**src/rtl/sdad_pkg.sv**
```systemverilog
// Shared types for the sweep sequencer: FSM states, word widths and the
// sweep-table entry layout.
package sdad_pkg;

  localparam int FRQ_W   = 14;
  localparam int DWELL_W = 16;

  typedef enum logic [1:0] {
    S_IDLE  = 2'd0,
    S_LOAD  = 2'd1,
    S_DWELL = 2'd2
  } state_t;

  typedef struct packed {
    logic [FRQ_W-1:0]   frq;
    logic [DWELL_W-1:0] dwell;
  } entry_t;

endpackage

```
**src/rtl/sweep_seq_tick_gen.sv**
```systemverilog
// Dwell time-base prescaler: one-cycle tick every C_CLK_FRQ/C_TICK_FRQ clocks.
// The cycle in which clr is high counts as the first cycle of the new period.
module tick_gen #(
  parameter int C_CLK_FRQ  = 100000000,
  parameter int C_TICK_FRQ = 1000
) (
  input  logic clk,
  input  logic rst,
  input  logic clr,
  output logic tick
);

  localparam int DIV = (C_CLK_FRQ / C_TICK_FRQ < 1) ? 1 : C_CLK_FRQ / C_TICK_FRQ;
  localparam int CW  = (DIV > 1) ? $clog2(DIV) : 1;
  localparam logic [CW-1:0] TOP   = CW'(DIV - 1);
  localparam logic [CW-1:0] RELD  = (DIV > 1) ? CW'(1) : '0;

  logic [CW-1:0] cnt_q;

  assign tick = !clr && (cnt_q == TOP);

  always_ff @(posedge clk or posedge rst) begin
    if (rst)
      cnt_q <= '0;
    else if (clr)
      cnt_q <= RELD;
    else if (cnt_q == TOP)
      cnt_q <= '0;
    else
      cnt_q <= cnt_q + 1'b1;
  end

endmodule

```
**src/rtl/sweep_seq.sv**
```systemverilog
// Frequency sweep sequencer: steps a small programmable table of
// (frequency, dwell) entries and drives the sine generator frequency word.
module sweep_seq
  import sdad_pkg::*;
#(
  parameter int C_CLK_FRQ  = 100000000,
  parameter int C_TICK_FRQ = 1000,
  parameter int C_STEPS    = 4
) (
  input  logic                       clk,
  input  logic                       rst,
  input  logic                       start,
  input  logic                       stop,
  input  logic                       loop,
  input  logic                       cfg_we,
  input  logic [$clog2(C_STEPS)-1:0] cfg_addr,
  input  logic [FRQ_W-1:0]           cfg_frq,
  input  logic [DWELL_W-1:0]         cfg_dwell,
  output logic [FRQ_W-1:0]           frq,
  output logic                       frq_stb,
  output logic [$clog2(C_STEPS)-1:0] step,
  output logic                       busy,
  output logic                       done,
  output logic                       cfg_err
);

  localparam int AW = $clog2(C_STEPS);
  localparam logic [AW-1:0] LAST = AW'(C_STEPS - 1);

  entry_t               tbl_q [C_STEPS];
  state_t               state_q;
  logic [AW-1:0]        idx_q;
  logic [AW-1:0]        step_q;
  logic [DWELL_W-1:0]   dcnt_q;
  logic [FRQ_W-1:0]     frq_q;
  logic                 stb_q;
  logic                 done_q;
  logic                 err_q;

  entry_t               cur;
  logic                 tick;
  logic                 dwell_end;
  state_t               adv_state_d;
  logic [AW-1:0]        adv_idx_d;
  logic                 adv_done_d;

  assign cur       = tbl_q[idx_q];
  assign dwell_end = tick && ((dcnt_q + 1'b1) == cur.dwell);

  tick_gen #(
    .C_CLK_FRQ  (C_CLK_FRQ),
    .C_TICK_FRQ (C_TICK_FRQ)
  ) u_tick (
    .clk  (clk),
    .rst  (rst),
    .clr  (state_q == S_LOAD),
    .tick (tick)
  );

  // Where the sweep goes once the current entry is finished or skipped.
  always_comb begin
    adv_state_d = S_LOAD;
    adv_idx_d   = idx_q + 1'b1;
    adv_done_d  = 1'b0;
    if (idx_q == LAST) begin
      adv_idx_d = '0;
      if (!loop) begin
        adv_state_d = S_IDLE;
        adv_done_d  = 1'b1;
      end
    end
  end

  // Table is writable only while idle; the write lands on the same edge that
  // accepts start, so the first LOAD already sees it.
  always_ff @(posedge clk or posedge rst) begin
    if (rst) begin
      for (int i = 0; i < C_STEPS; i++)
        tbl_q[i] <= '0;
    end else if (cfg_we && (state_q == S_IDLE)) begin
      tbl_q[cfg_addr] <= '{frq: cfg_frq, dwell: cfg_dwell};
    end
  end

  always_ff @(posedge clk or posedge rst) begin
    if (rst) begin
      state_q <= S_IDLE;
      idx_q   <= '0;
      step_q  <= '0;
      dcnt_q  <= '0;
      frq_q   <= '0;
      stb_q   <= 1'b0;
      done_q  <= 1'b0;
      err_q   <= 1'b0;
    end else begin
      stb_q  <= 1'b0;
      done_q <= 1'b0;
      err_q  <= cfg_we && (state_q != S_IDLE);
      case (state_q)
        S_IDLE: begin
          if (start) begin
            state_q <= S_LOAD;
            idx_q   <= '0;
          end
        end
        S_LOAD: begin
          if (stop) begin
            state_q <= S_IDLE;
            frq_q   <= '0;
            stb_q   <= 1'b1;
          end else begin
            step_q <= idx_q;
            dcnt_q <= '0;
            if (cur.dwell != '0) begin
              frq_q   <= cur.frq;
              stb_q   <= 1'b1;
              state_q <= S_DWELL;
            end else begin
              state_q <= adv_state_d;
              idx_q   <= adv_idx_d;
              done_q  <= adv_done_d;
            end
          end
        end
        S_DWELL: begin
          if (stop) begin
            state_q <= S_IDLE;
            frq_q   <= '0;
            stb_q   <= 1'b1;
          end else if (dwell_end) begin
            state_q <= adv_state_d;
            idx_q   <= adv_idx_d;
            done_q  <= adv_done_d;
          end else if (tick) begin
            dcnt_q <= dcnt_q + 1'b1;
          end
        end
        default: state_q <= S_IDLE;
      endcase
    end
  end

  assign frq     = frq_q;
  assign frq_stb = stb_q;
  assign step    = step_q;
  assign busy    = (state_q != S_IDLE);
  assign done    = done_q;
  assign cfg_err = err_q;

endmodule

```
**config.mk**
```make
export PLATFORM = sky130hd
export DESIGN_NAME = sweep_seq
export DESIGN_NICKNAME = d
export VERILOG_FILES = /design/src/rtl/sdad_pkg.sv /design/src/rtl/sweep_seq_tick_gen.sv /design/src/rtl/sweep_seq.sv
export SDC_FILE = /design/constraint.sdc
export NUM_CORES = 1
export LEC_CHECK = 0
export ABC_AREA = 1
export BUFFER_PORTS_ARGS = -buffer_cell sky130_fd_sc_hd__buf_2
export CAP_MARGIN = 25
export CELL_PAD_IN_SITES_DETAIL_PLACEMENT = 0
export CELL_PAD_IN_SITES_GLOBAL_PLACEMENT = 1
export CORE_ASPECT_RATIO = 1.75
export CORE_MARGIN = 1.5
export CORE_UTILIZATION = 42
export CTS_BUF_LIST = sky130_fd_sc_hd__clkbuf_8
export CTS_CLUSTER_SIZE = 24
export DETAILED_ROUTE_END_ITERATION = 6
export GPL_TIMING_DRIVEN = 0
export HOLD_SLACK_MARGIN = 0.1
export PLACE_DENSITY = 0.87
export RECOVER_POWER = 50
export SETUP_SLACK_MARGIN = 0.02
export SYNTH_ARGS = -nofsm -noshare
export SYNTH_HDL_FRONTEND = slang
export SYNTH_SLANG_ARGS = --single-unit
```
**constraint.sdc**
```tcl
create_clock -name clk -period 4.79 [get_ports clk]
set_input_delay 0.479 -clock clk [delete_from_list [all_inputs] [get_ports clk]]
set_output_delay 0.479 -clock clk [all_outputs]
set_load 0.02 [all_outputs]
```
==> results.py, run 1 <==
metrics = {
    "global_route": {
        "grt_usage_pct": 24.3,
        "gr-total-overflow": 0,
        "grt_pass1_wl_um": 41400,
        "first_global_vias": 7925,
        "antenna_found_initial": 0,
        "grt_start_max_net_pins": 36,
    },
    "critical_path": {
        "cp-start-kind": "register",
        "cp.arrival_ps": 3240,
        "crit_type": "reg2reg",
        "critPathMaxFanout": 10,
        "crit_path_end_kind": "register",
        "critPathRequiredTime_ps": 5160,
    },
    "power": {
        "power_leakage_nw": 4.73,
        "pwr-share-clk_pct": 17.2,
        "irDropWorstVdd_mv": 0.378,
        "power_density_nw_per_um2": 578,
        "power.switching_w": 0.00245,
        "comb_power_share_pct": 41.3,
        "pwr-share-seq_pct": 41.5,
        "p_sw_share_pct": 43.3,
        "power.internal_w": 0.00321,
    },
    "clock_network": {
        "numCtsBuffers": 17,
        "clkTransAtPathRegs_ps": 90,
        "clk_path_buf_depth": 2,
        "cts.sinks": 176,
        "htree_levels": 4,
        "ctsResizeCount": 0,
        "cts_tree": "done",
        "cts-root-buf": "clkbuf_8",
        "clock_latency_ps": 480,
    },
    "routing": {
        "first_iter_violations": 373,
        "wirelength_um": 25200,
        "wl_per_cell_um": 16.9,
        "route.detailed.drc": 0,
        "num_vias": 7828,
        "first_pass_iters": 5,
        "final_antenna_net_count": 0,
        "drt-vias-per-instance": 5.25,
    },
    "sta": {
        "slew_violations": 54,
        "rsz0062_at_grt": "false",
        "finClkSkew_ps": 11.9,
        "hold_ws_ps": 200,
        "max_slew_margin_pct": -10.7,
        "setup_tns_ps": 0,
        "tightest_slew_ps": 1660,
        "fin_ws_ps": 1920,
        "period_share_pct": 60.0,
        "fmax_ghz": 0.348,
        "setup-violations-final": 0,
        "hold_violations": 0,
        "fin_crit_ps": 2870,
    },
    "synth": {
        "syn-cell-area_um2": 8810,
        "yosys_most_used_dff": "dfrtp_1",
        "synth-seq-area-share_pct": 50.0,
        "ys_ff_latch": 176,
        "async_flop_share_pct": 100,
        "syn-num-nets": 1193,
        "synth_edf_count": 0,
        "avgSynthCellArea_um2": 7.67,
        "synthCells": 1148,
        "synth_cell_type_count": 46,
        "yosysWarnings": 0,
    },
    "die": {
        "io_pins": 58,
        "core_area_um2": 20500,
        "fp.dieArea_um2": 21900,
        "start_util_pct": 43.1,
        "num_rows": 69,
        "die_h_um": 195,
        "die_x_um": 112,
    },
    "layout": {
        "syn2layout_area_growth_pct": 11.4,
        "nets": 1275,
        "final-instance-count-excl-fill": 1490,
        "stdcell_area_um2": 9810,
        "diodes": 0,
        "drive_gt1_share_pct": 8.94,
    },
    "job": {
        "cap_violations": 2,
    },
    "placement": {
        "dp_cells": 1458,
        "gp_congestion": 0.893,
        "placed_area_um2": 9510,
        "port_buffers": 57,
        "place_hpwl_um": 18700,
        "pre_cts_ws_ps": 1980,
    },
    "min_path": {
        "min_path_type": "in2reg",
    },
    "outcome": {
        "status": "finished with violations",
        "violations": "max-capacitance violations, max-slew violations",
    },
}
## final timing paths
path                                       start                    end  slack, ps  depth (start not counted)
hold / removal                            cfg_we      cfg_err$_DFF_PP0_        200                          3
setup reg to reg            idx_q[1]$_DFFE_PP0P_     frq[1]$_DFFE_PP0P_       1920                         14
max in group asynchronous                    rst  dcnt_q[3]$_DFFE_PP0P_       1970                          4
setup / recovery            idx_q[1]$_DFFE_PP0P_     frq[1]$_DFFE_PP0P_       1920                         14
hold reg to reg            tbl_q[85]$_DFFE_PP0P_  tbl_q[85]$_DFFE_PP0P_        490                          2
min in group asynchronous                    rst  tbl_q[96]$_DFFE_PP0P_        780                          3
## power groups by stage
stage / clock network (W) / logic [W] / registers [W]
after floorplan: 0 / 0.00161 / 0.00235
after global placement: 0 / 0.00231 / 0.00235
after detailed placement: 0 / 0.00236 / 0.00237
after CTS: 0.000991 / 0.00237 / 0.00234
after global routing: 0.00104 / 0.00266 / 0.00242
final: 0.000977 / 0.00234 / 0.00235
## cell usage in the layout, fill, tap and decap left out, types with 2 or more instances in the layout
master | netlist | layout
clkbuf_1 | 36 | 58
clkinvlp_4 | 0 | 3
nand2_1 | 341 | 341
buf_4 | 5 | 5
nand3_1 | 97 | 97
inv_6 | 0 | 3
nand4_1 | 10 | 10
o22ai_1 | 14 | 14
nor2_1 | 127 | 127
buf_2 | 6 | 43
buf_12 | 0 | 3
o21ai_0 | 138 | 138
xor2_1 | 4 | 4
nor3b_1 | 4 | 4
nor2_4 | 3 | 3
clkinv_4 | 0 | 2
nor2_2 | 3 | 3
inv_1 | 86 | 87
nand3_2 | 2 | 2
xnor2_1 | 2 | 2
buf_6 | 3 | 3
dfrtp_1 | 176 | 176
nand3b_1 | 5 | 5
nor3_1 | 6 | 6
nand2_2 | 6 | 6
clkbuf_8 | 0 | 17
clkinv_2 | 1 | 4
a21oi_1 | 44 | 44
ha_1 | 7 | 7
## logic make-up after synthesis
logic type | synth area share (%)
simple gates | 29.4
compound gates | 12.4
flops | 50.0
buf+inv | 6.66
fa+ha+maj | 0.994
xor+xnor | 0.597
## stage by stage
stage | total power (W) | util, %
after CTS | 0.00570 | 48.2
final | 0.00567 | 47.9
after global placement | 0.00466 | 46.0
after global routing | 0.00611 | 47.9
after detailed placement | 0.00473 | 46.5
after floorplan | 0.00397 | -
## registers in the layout, summed over array words and instances (netlist names)
signal / count
cfg_err: 1
dcnt_q: 16
idx_q: 2
state_q: 2
done: 1
frq: 14
frq_stb: 1
u_tick.cnt_q: 17
tbl_q: 120
step: 2
## synth_stat cells, drive strengths merged (2+ instances only)
| library cell | instances | area share (%) |
|---|---|---|
| ha | 7 | 0.99 |
| nor3 | 7 | 0.53 |
| clkbuf | 37 | 1.6 |
| nand3 | 100 | 5.9 |
| nand3b | 5 | 0.43 |
| nand2 | 348 | 15 |
| inv | 88 | 3.8 |
| dfrtp | 176 | 50 |
| nor2 | 133 | 6.0 |
| buf | 15 | 1.2 |
| a21oi | 45 | 2.6 |
| xor2 | 4 | 0.40 |
| clkinv | 2 | 0.099 |
| xnor2 | 2 | 0.20 |
| nor3b | 5 | 0.48 |
| nand4 | 10 | 0.71 |
| o21ai | 140 | 8.0 |
| o22ai | 14 | 0.99 |
## repair_timing
action                                 CTS  global route
endpoints found under the hold margin   25             0
hold buffers                             1             0
setup buffers                            0             0
setup endpoints to repair                0             0
## per-layer routing
layer / wire length, um / vias to the layer above / GRT usage [%]
met2: 13700 / 188 / 45.4
li1: - / 3884 / -
met5: 0 / - / 0
met1: 9560 / 3700 / 26.4
met3: 796 / 56 / 2.99
met4: 1160 / 0 / 13.1
## layout make-up
cell class	instances	area, um^2
Inverter	90	343
Timing Repair Buffer	63	339
Clock inverter	14	119
Buffer	52	244
Multi-Input combinational cell	830	3820
Tap cell	248	310
Fill cell	2082	10700
Clock buffer	17	234
Sequential cell	176	4400
## worst max-delay path, cell delays in order (launching register included)
cell and delay [ps]:
dfrtp_1 500, inv_2 140, clkbuf_1 470, nand3_1 220, nand2_1 140, nand2_1 60, nor2_1 240, nand2_1 130
nor2_1 170, nand2_1 110, nand2_2 140, nor2_1 110, buf_4 190, nand3_1 90, nand2_1 60
No activity file was read; power rests on OpenSTA's default activity.
==> inputs of run 2 (changes only) <==
--- a/config.mk
+++ b/config.mk
@@ -5,20 +5,20 @@
 export SDC_FILE = /design/constraint.sdc
 export NUM_CORES = 1
 export LEC_CHECK = 0
-export ABC_AREA = 1
+export ABC_AREA = 0
 export BUFFER_PORTS_ARGS = -buffer_cell sky130_fd_sc_hd__buf_2
 export CAP_MARGIN = 25
 export CELL_PAD_IN_SITES_DETAIL_PLACEMENT = 0
 export CELL_PAD_IN_SITES_GLOBAL_PLACEMENT = 1
 export CORE_ASPECT_RATIO = 1.75
 export CORE_MARGIN = 1.5
-export CORE_UTILIZATION = 42
+export CORE_UTILIZATION = 52
 export CTS_BUF_LIST = sky130_fd_sc_hd__clkbuf_8
 export CTS_CLUSTER_SIZE = 24
 export DETAILED_ROUTE_END_ITERATION = 6
 export GPL_TIMING_DRIVEN = 0
 export HOLD_SLACK_MARGIN = 0.1
-export PLACE_DENSITY = 0.87
+export PLACE_DENSITY = 0.92
 export RECOVER_POWER = 50
 export SETUP_SLACK_MARGIN = 0.02
 export SYNTH_ARGS = -nofsm -noshare
==> constraint.sdc (replaced) <==
create_clock -name clk -period 3.01 [get_ports clk]
set_input_delay 0.301 -clock clk [delete_from_list [all_inputs] [get_ports clk]]
set_output_delay 0.301 -clock clk [all_outputs]
set_load 0.02 [all_outputs]
==> run 2 against run 1 <==
Net effect:
- the flow still finishes with violations (max-capacitance violations, max-slew violations)
- synthesized cell count is 41% lower
- worst setup slack lost 1900 ps
- cell count decreased by 29%
- critical path type unchanged
- largest cell class unchanged
==> results.py, run 2 <==
metrics = {
    "sta": {
        "fmax_ghz": 0.335,
        "rsz0062_at_grt": "true",
        "setup-violations-final": 0,
        "finClkSkew_ps": 14.5,
        "fin_crit_ps": 2990,
        "hold_violations": 0,
        "fin_ws_ps": 24.9,
        "period_share_pct": 99.2,
        "slew_violations": 42,
        "tightest_slew_ps": 1910,
        "max_slew_margin_pct": -28.3,
    },
    "layout": {
        "fin_util_pct": 64.1,
        "nets": 859,
        "diodes": 0,
        "syn2layout_area_growth_pct": 20.7,
        "drive_gt1_share_pct": 40.6,
        "final_cell_mix": "dfrtp_1, mux2_2, buf_2",
        "layout_commonest_cell": "dfrtp_1",
        "largest-register": "tbl_q",
        "largestRegisters": "tbl_q: 120 flops, u_tick.cnt_q: 17 flops, dcnt_q: 16 flops",
        "fillerInstances": 1304,
        "final-instance-count-excl-fill": 1051,
        "largest_reg_flops": 120,
    },
    "global_route": {
        "grt_start_max_net_pins": 43,
        "grt_pass1_wl_um": 33400,
        "antenna_found_initial": 0,
        "first_global_vias": 6584,
        "gr-total-overflow": 0,
        "grt_usage_pct": 25.0,
    },
    "die": {
        "core_area_um2": 16400,
        "io_pins": 58,
        "fp.dieArea_um2": 17600,
        "start_util_pct": 53.1,
        "num_rows": 62,
        "die_h_um": 174,
        "die_x_um": 101,
    },
    "synth": {
        "async_flop_share_pct": 100,
        "syn-num-nets": 728,
        "synth_top_family_by_area": "multiplexers",
        "yosys-top-cells-area": "dfrtp_1, mux2_2, mux4_2",
        "yosysTopAreaCellShare_pct": 50.4,
        "syn-cell-area_um2": 8740,
        "yosys_most_used_dff": "dfrtp_1",
        "ys_ff_latch": 176,
        "yosysWarnings": 0,
        "avgSynthCellArea_um2": 12.8,
        "yosysMostFrequentCell": "dfrtp_1",
        "yosys.area_share.xor_xnor_pct": 3.90,
        "synthCells": 683,
        "yosys-top-cells-count": "dfrtp_1, mux2_2, nand2_1",
        "synthSimpleGateAreaFrac_pct": 10.7,
        "synth_edf_count": 0,
        "synthAdderAreaFrac_pct": 1.00,
        "synth_cell_type_count": 65,
        "synth_compound_area_share_pct": 6.80,
        "synth.area.mux_share_pct": 23.7,
        "yosysTopAreaCell": "dfrtp_1",
        "synth-seq-area-share_pct": 50.4,
    },
    "clock_network": {
        "htree_levels": 4,
        "cts_tree": "done",
        "cts-root-buf": "clkbuf_8",
        "cts.sinks": 176,
        "numCtsBuffers": 17,
        "clk_path_buf_depth": 2,
        "clkTransAtPathRegs_ps": 90,
        "clock_latency_ps": 470,
    },
    "routing": {
        "final_antenna_net_count": 0,
        "topRoutingLayerUsed": "met4",
        "wirelength_um": 21000,
        "route.detailed.drc": 0,
        "met3_length_um": 801,
        "wl_per_cell_um": 20.0,
        "first_iter_violations": 267,
        "wirelength_met1_um": 7970,
        "wl_met2_um": 11500,
        "first_pass_iters": 5,
        "drt-vias-per-instance": 5.86,
        "num_vias": 6161,
    },
    "placement": {
        "port_buffers": 57,
        "dp_cells": 968,
        "gp_congestion": 0.862,
        "place_hpwl_um": 14800,
        "pre_cts_ws_ps": -327,
    },
    "min_path": {
        "hold_start": "cfg_dwell[9]",
        "min_path_type": "in2reg",
    },
    "critical_path": {
        "crit_path_end_kind": "register",
        "cp.arrival_ps": 3360,
        "critPathMaxFanout": 10,
        "critPathRequiredTime_ps": 3390,
        "reg2reg_from": "idx_q[0]$_DFFE_PP0P_",
        "crit_type": "reg2reg",
        "startpoint": "idx_q[0]$_DFFE_PP0P_",
        "cp-start-kind": "register",
    },
    "power": {
        "irDropWorstVdd_mv": 0.576,
        "power_density_nw_per_um2": 990,
        "power_leakage_nw": 4.40,
    },
    "outcome": {
        "status": "finished with violations",
        "violations": "max-capacitance violations, max-slew violations",
    },
    "job": {
        "cap_violations": 1,
    },
}
run 2: changes by cell type in the layout (fill, tap and decap cells not counted), sizes merged, moves of 11 or more:
cell / previous run / this run
dlygate4sd3: 1 / 24
a21oi: 45 / 10
mux2: 0 / 120
o31ai: 0 / 20
o22ai: 14 / 3
nand2: 348 / 55
nand3: 100 / 21
buf: 55 / 82
inv: 92 / 17
xnor2: 2 / 27
o21ai: 140 / 30
mux4: 0 / 29
nor2: 133 / 31
run 2: per-layer routing:
metal  up-vias  track usage (%)
met1      3191             29.0
li1       2733                -
met3        57             4.70
met5         -                0
met4         0             11.7
met2       180             44.0
run 2: cell families (layout without fill, tap and decap cells):
group | after synthesis | after routing
flip-flops | 176 | 176
adder cells (fa/ha/maj) | 7 | 7
buffers and inverters | 54 | 198
AO/OA/AOI/OAI | 83 | 83
multiplexers | 154 | 154
XOR/XNOR | 38 | 38
AND/OR/NAND/NOR | 171 | 171
run 2: report_power, final:
part	switching, W	internal, W
Combinational	0.00243	0.00262
Clock	0.000869	0.000635
Sequential	0.000569	0.00331
Total	0.00386	0.00657
run 2: area by class of cell:
| cell class | instances | area [um^2] | share of cell area, % |
|---|---|---|---|
| clock buffer | 20 | 275 | 2.61 |
| inverter | 14 | 53.8 | 0.510 |
| clock inverter | 12 | 86.3 | 0.819 |
| multi-input combinational | 453 | 4290 | 40.7 |
| tap | 224 | 280 | 2.66 |
| sequential | 176 | 4410 | 41.8 |
| buffer | 39 | 272 | 2.58 |
| timing repair buffer | 113 | 875 | 8.30 |
run 2: worst paths after layout:
path	to	slack, ps	cells after the start
setup / recovery	dcnt_q[10]$_DFFE_PP0P_	20	11
hold / removal	tbl_q[39]$_DFFE_PP0P_	130	2
setup reg to reg	dcnt_q[10]$_DFFE_PP0P_	20	11
hold reg to reg	frq[5]$_DFFE_PP0P_	500	2
max in group asynchronous	tbl_q[79]$_DFFE_PP0P_	510	7
min in group asynchronous	tbl_q[93]$_DFFE_PP0P_	870	3
run 2: worst max-delay path, cell delays in order, from the launching register on:
cell and delay [ps]:
dfrtp_1 410, buf_8 170, mux4_2 620, xnor2_4 200, nor3_4 240, a31oi_4 80, nor4b_4 390, and4b_1 260
buf_6 170, buf_12 150, o21ai_0 100, o31ai_1 90
run 2: metrics by stage:
step	cell area, um^2	TNS (ps)	total power, W	hold WS [ps]
after detailed placement	9390	-4330	0.00810	471
after floorplan	8740	0	0.00699	439
after global routing	10500	-1460	0.0110	106
after global placement	9310	-68430	0.00782	461
after CTS	10100	0	0.00978	101
final	10500	0	0.0104	132
run 2: repair_timing:
item,4_1_cts,5_1_grt
pin swaps,3,16
hold buffers,24,0
gates cloned,0,5
endpoints found under the setup margin,34,35
gates resized for setup,16,44
hold endpoints to repair,115,0
buffers inserted,4,19
==> inputs of run 3 (changes only) <==
--- a/config.mk
+++ b/config.mk
@@ -12,13 +12,13 @@
 export CELL_PAD_IN_SITES_GLOBAL_PLACEMENT = 1
 export CORE_ASPECT_RATIO = 1.75
 export CORE_MARGIN = 1.5
-export CORE_UTILIZATION = 52
+export CORE_UTILIZATION = 30
 export CTS_BUF_LIST = sky130_fd_sc_hd__clkbuf_8
 export CTS_CLUSTER_SIZE = 24
 export DETAILED_ROUTE_END_ITERATION = 6
 export GPL_TIMING_DRIVEN = 0
 export HOLD_SLACK_MARGIN = 0.1
-export PLACE_DENSITY = 0.92
+export PLACE_DENSITY = 0.61
 export RECOVER_POWER = 50
 export SETUP_SLACK_MARGIN = 0.02
 export SYNTH_ARGS = -nofsm -noshare
==> run 3 against run 2 <==
Net effect:
- the flow still finishes with violations (max-capacitance violations, max-slew violations)
- combinational power fell by 4%
- clock skew is 6.1 ps higher
- via count fell by 3.9%
- sequential cell count is the same
- largest cell class unchanged
- largest power group unchanged
- highest routed layer unchanged
==> results.py, run 3 (synthesis gave the netlist of run 2 again) <==
metrics = {
    "outcome": {
        "status": "finished with violations",
        "violations": "max-capacitance violations, max-slew violations",
    },
    "critical_path": {
        "cp.arrival_ps": 3370,
        "reg2reg_slack_ps": 10,
        "crit_path_end_kind": "register",
        "cp-start-kind": "register",
        "reg2reg_depth": 11,
        "reg2reg_from": "idx_q[0]$_DFFE_PP0P_",
        "critPathMaxFanout": 7,
        "critPathRequiredTime_ps": 3380,
        "worstReg2RegEnd": "dcnt_q[9]$_DFFE_PP0P_",
        "crit_type": "reg2reg",
    },
    "power": {
        "power_leakage_nw": 4.43,
        "irDropWorstVdd_mv": 0.381,
        "pwr-share-clk_pct": 16.7,
        "pwr-share-seq_pct": 36.6,
        "power_density_nw_per_um2": 970,
        "p_sw_share_pct": 36.7,
        "power.internal_w": 0.00660,
        "power.switching_w": 0.00382,
        "comb_power_share_pct": 46.7,
    },
    "die": {
        "fp.dieArea_um2": 30200,
        "core_area_um2": 28600,
        "die_h_um": 229,
        "num_rows": 82,
        "start_util_pct": 30.5,
        "die_x_um": 132,
        "io_pins": 58,
    },
    "sta": {
        "slew_violations": 68,
        "hold_violations": 0,
        "max_slew_margin_pct": -23.7,
        "hold_ws_ps": 152,
        "tightest_slew_ps": 1860,
        "fmax_ghz": 0.333,
        "period_share_pct": 99.6,
        "setup-violations-final": 0,
        "fin_crit_ps": 3000,
        "rsz0062_at_grt": "true",
        "setup_tns_ps": 0,
        "finClkSkew_ps": 20.6,
    },
    "routing": {
        "wirelength_um": 22100,
        "num_vias": 5920,
        "final_antenna_net_count": 0,
        "wl_per_cell_um": 18.3,
        "drt-vias-per-instance": 4.90,
        "route.detailed.drc": 0,
        "first_pass_iters": 4,
        "first_iter_violations": 178,
    },
    "layout": {
        "final_cell_mix": "dfrtp_1, mux2_2, buf_2",
        "fillerInstances": 2855,
        "syn2layout_area_growth_pct": 22.9,
        "stdcell_area_um2": 10700,
        "layout_commonest_cell": "dfrtp_1",
        "largest_reg_flops": 120,
        "largest-register": "tbl_q",
        "multi_input_area_um2": 4230,
        "largestRegisters": "tbl_q: 120 flops, u_tick.cnt_q: 17 flops, dcnt_q: 16 flops",
        "drive_gt1_share_pct": 40.1,
        "nets": 863,
        "register_area_um2": 4410,
    },
    "min_path": {
        "min_delay_path_depth": 2,
        "min_path_type": "in2reg",
        "whs_endpoint": "tbl_q[34]$_DFFE_PP0P_",
        "hold_start": "cfg_dwell[4]",
    },
    "clock_network": {
        "cts.sinks": 176,
        "clkTransAtPathRegs_ps": 100,
        "clock_latency_ps": 500,
        "cts-root-buf": "clkbuf_8",
        "clk_path_buf_depth": 2,
        "cts_tree": "done",
        "numCtsBuffers": 17,
        "htree_levels": 4,
    },
    "job": {
        "cap_violations": 2,
    },
    "global_route": {
        "grt_start_max_net_pins": 40,
        "grt_pass1_wl_um": 35800,
        "first_global_vias": 6342,
        "gr-total-overflow": 0,
        "antenna_found_initial": 1,
        "grt_usage_pct": 15.5,
    },
    "placement": {
        "placed_area_um2": 9600,
        "place_hpwl_um": 16000,
        "gp_congestion": 0.797,
        "port_buffers": 57,
    },
}
-- run 3: metal layers --
layer / global-route usage, % / vias up / part of all wire, %
li1: - / 2748 / -
met1: 17.6 / 3022 / 40
met2: 28.0 / 112 / 54
met3: 2.84 / 38 / 2.4
met4: 7.22 / 0 / 3.6
met5: 0 / - / 0
-- run 3: layout make-up --
type / instances / area share, %
Sequential cell: 176 / 41.0
Multi-Input combinational cell: 453 / 39.4
Timing Repair Buffer: 118 / 8.21
Tap cell: 378 / 4.40
Buffer: 38 / 2.59
Clock buffer: 17 / 2.18
Clock inverter: 14 / 1.65
Inverter: 14 / 0.501
Antenna cell: 1 / 0.0233
-- run 3: repair_timing --
item	CTS	global route
hold endpoints to repair	192	0
hold buffers	31	0
cloned	0	2
buffers inserted	9	14
resized for setup	27	37
endpoints found under the setup margin	35	34
pin swaps	6	12
-- run 3: worst max path at each step --
stage,end,depth (start not counted),start,slack [ps]
after floorplan,idx_q[0]$_DFFE_PP0P_,9,dcnt_q[0]$_DFFE_PP0P_,300
after global placement,frq[8]$_DFFE_PP0P_,2,rst,-860
after detailed placement,dcnt_q[0]$_DFFE_PP0P_,10,dcnt_q[0]$_DFFE_PP0P_,-480
after CTS,idx_q[1]$_DFFE_PP0P_,9,idx_q[0]$_DFFE_PP0P_,-1
after global routing,idx_q[0]$_DFFE_PP0P_,10,idx_q[0]$_DFFE_PP0P_,-90
final,dcnt_q[9]$_DFFE_PP0P_,11,idx_q[0]$_DFFE_PP0P_,10
-- run 3: worst max-delay path, stage by stage (launching register included) --
cell	delay, ps
dfrtp_1	390
buf_8	170
mux4_2	590
a21boi_1	190
a211o_1	310
a31oi_4	250
nor4b_4	100
and4b_1	220
buf_6	150
buf_6	130
o31ai_1	260
o31ai_1	110
-- run 3: stage by stage --
stage	instances	util [%]	setup slack [ps]	total power [W]
after global placement	1118	33.2	-859	0.00804
final	1209	37.5	11.2	0.0104
after detailed placement	1123	33.5	-480	0.00813
after global routing	1209	37.5	-94.7	0.0111
after CTS	1193	36.6	-1.08	0.0101
after floorplan	683	-	297	0.00699
-- run 3: power by group through the flow --
stage                     Clock [W]  Sequential, W  Combinational (W)
after CTS                   0.00180        0.00382            0.00452
after detailed placement          0        0.00387            0.00426
after global routing        0.00190        0.00395            0.00526
after floorplan                   0        0.00379            0.00320
after global placement            0        0.00384            0.00420
final                       0.00174        0.00382            0.00486
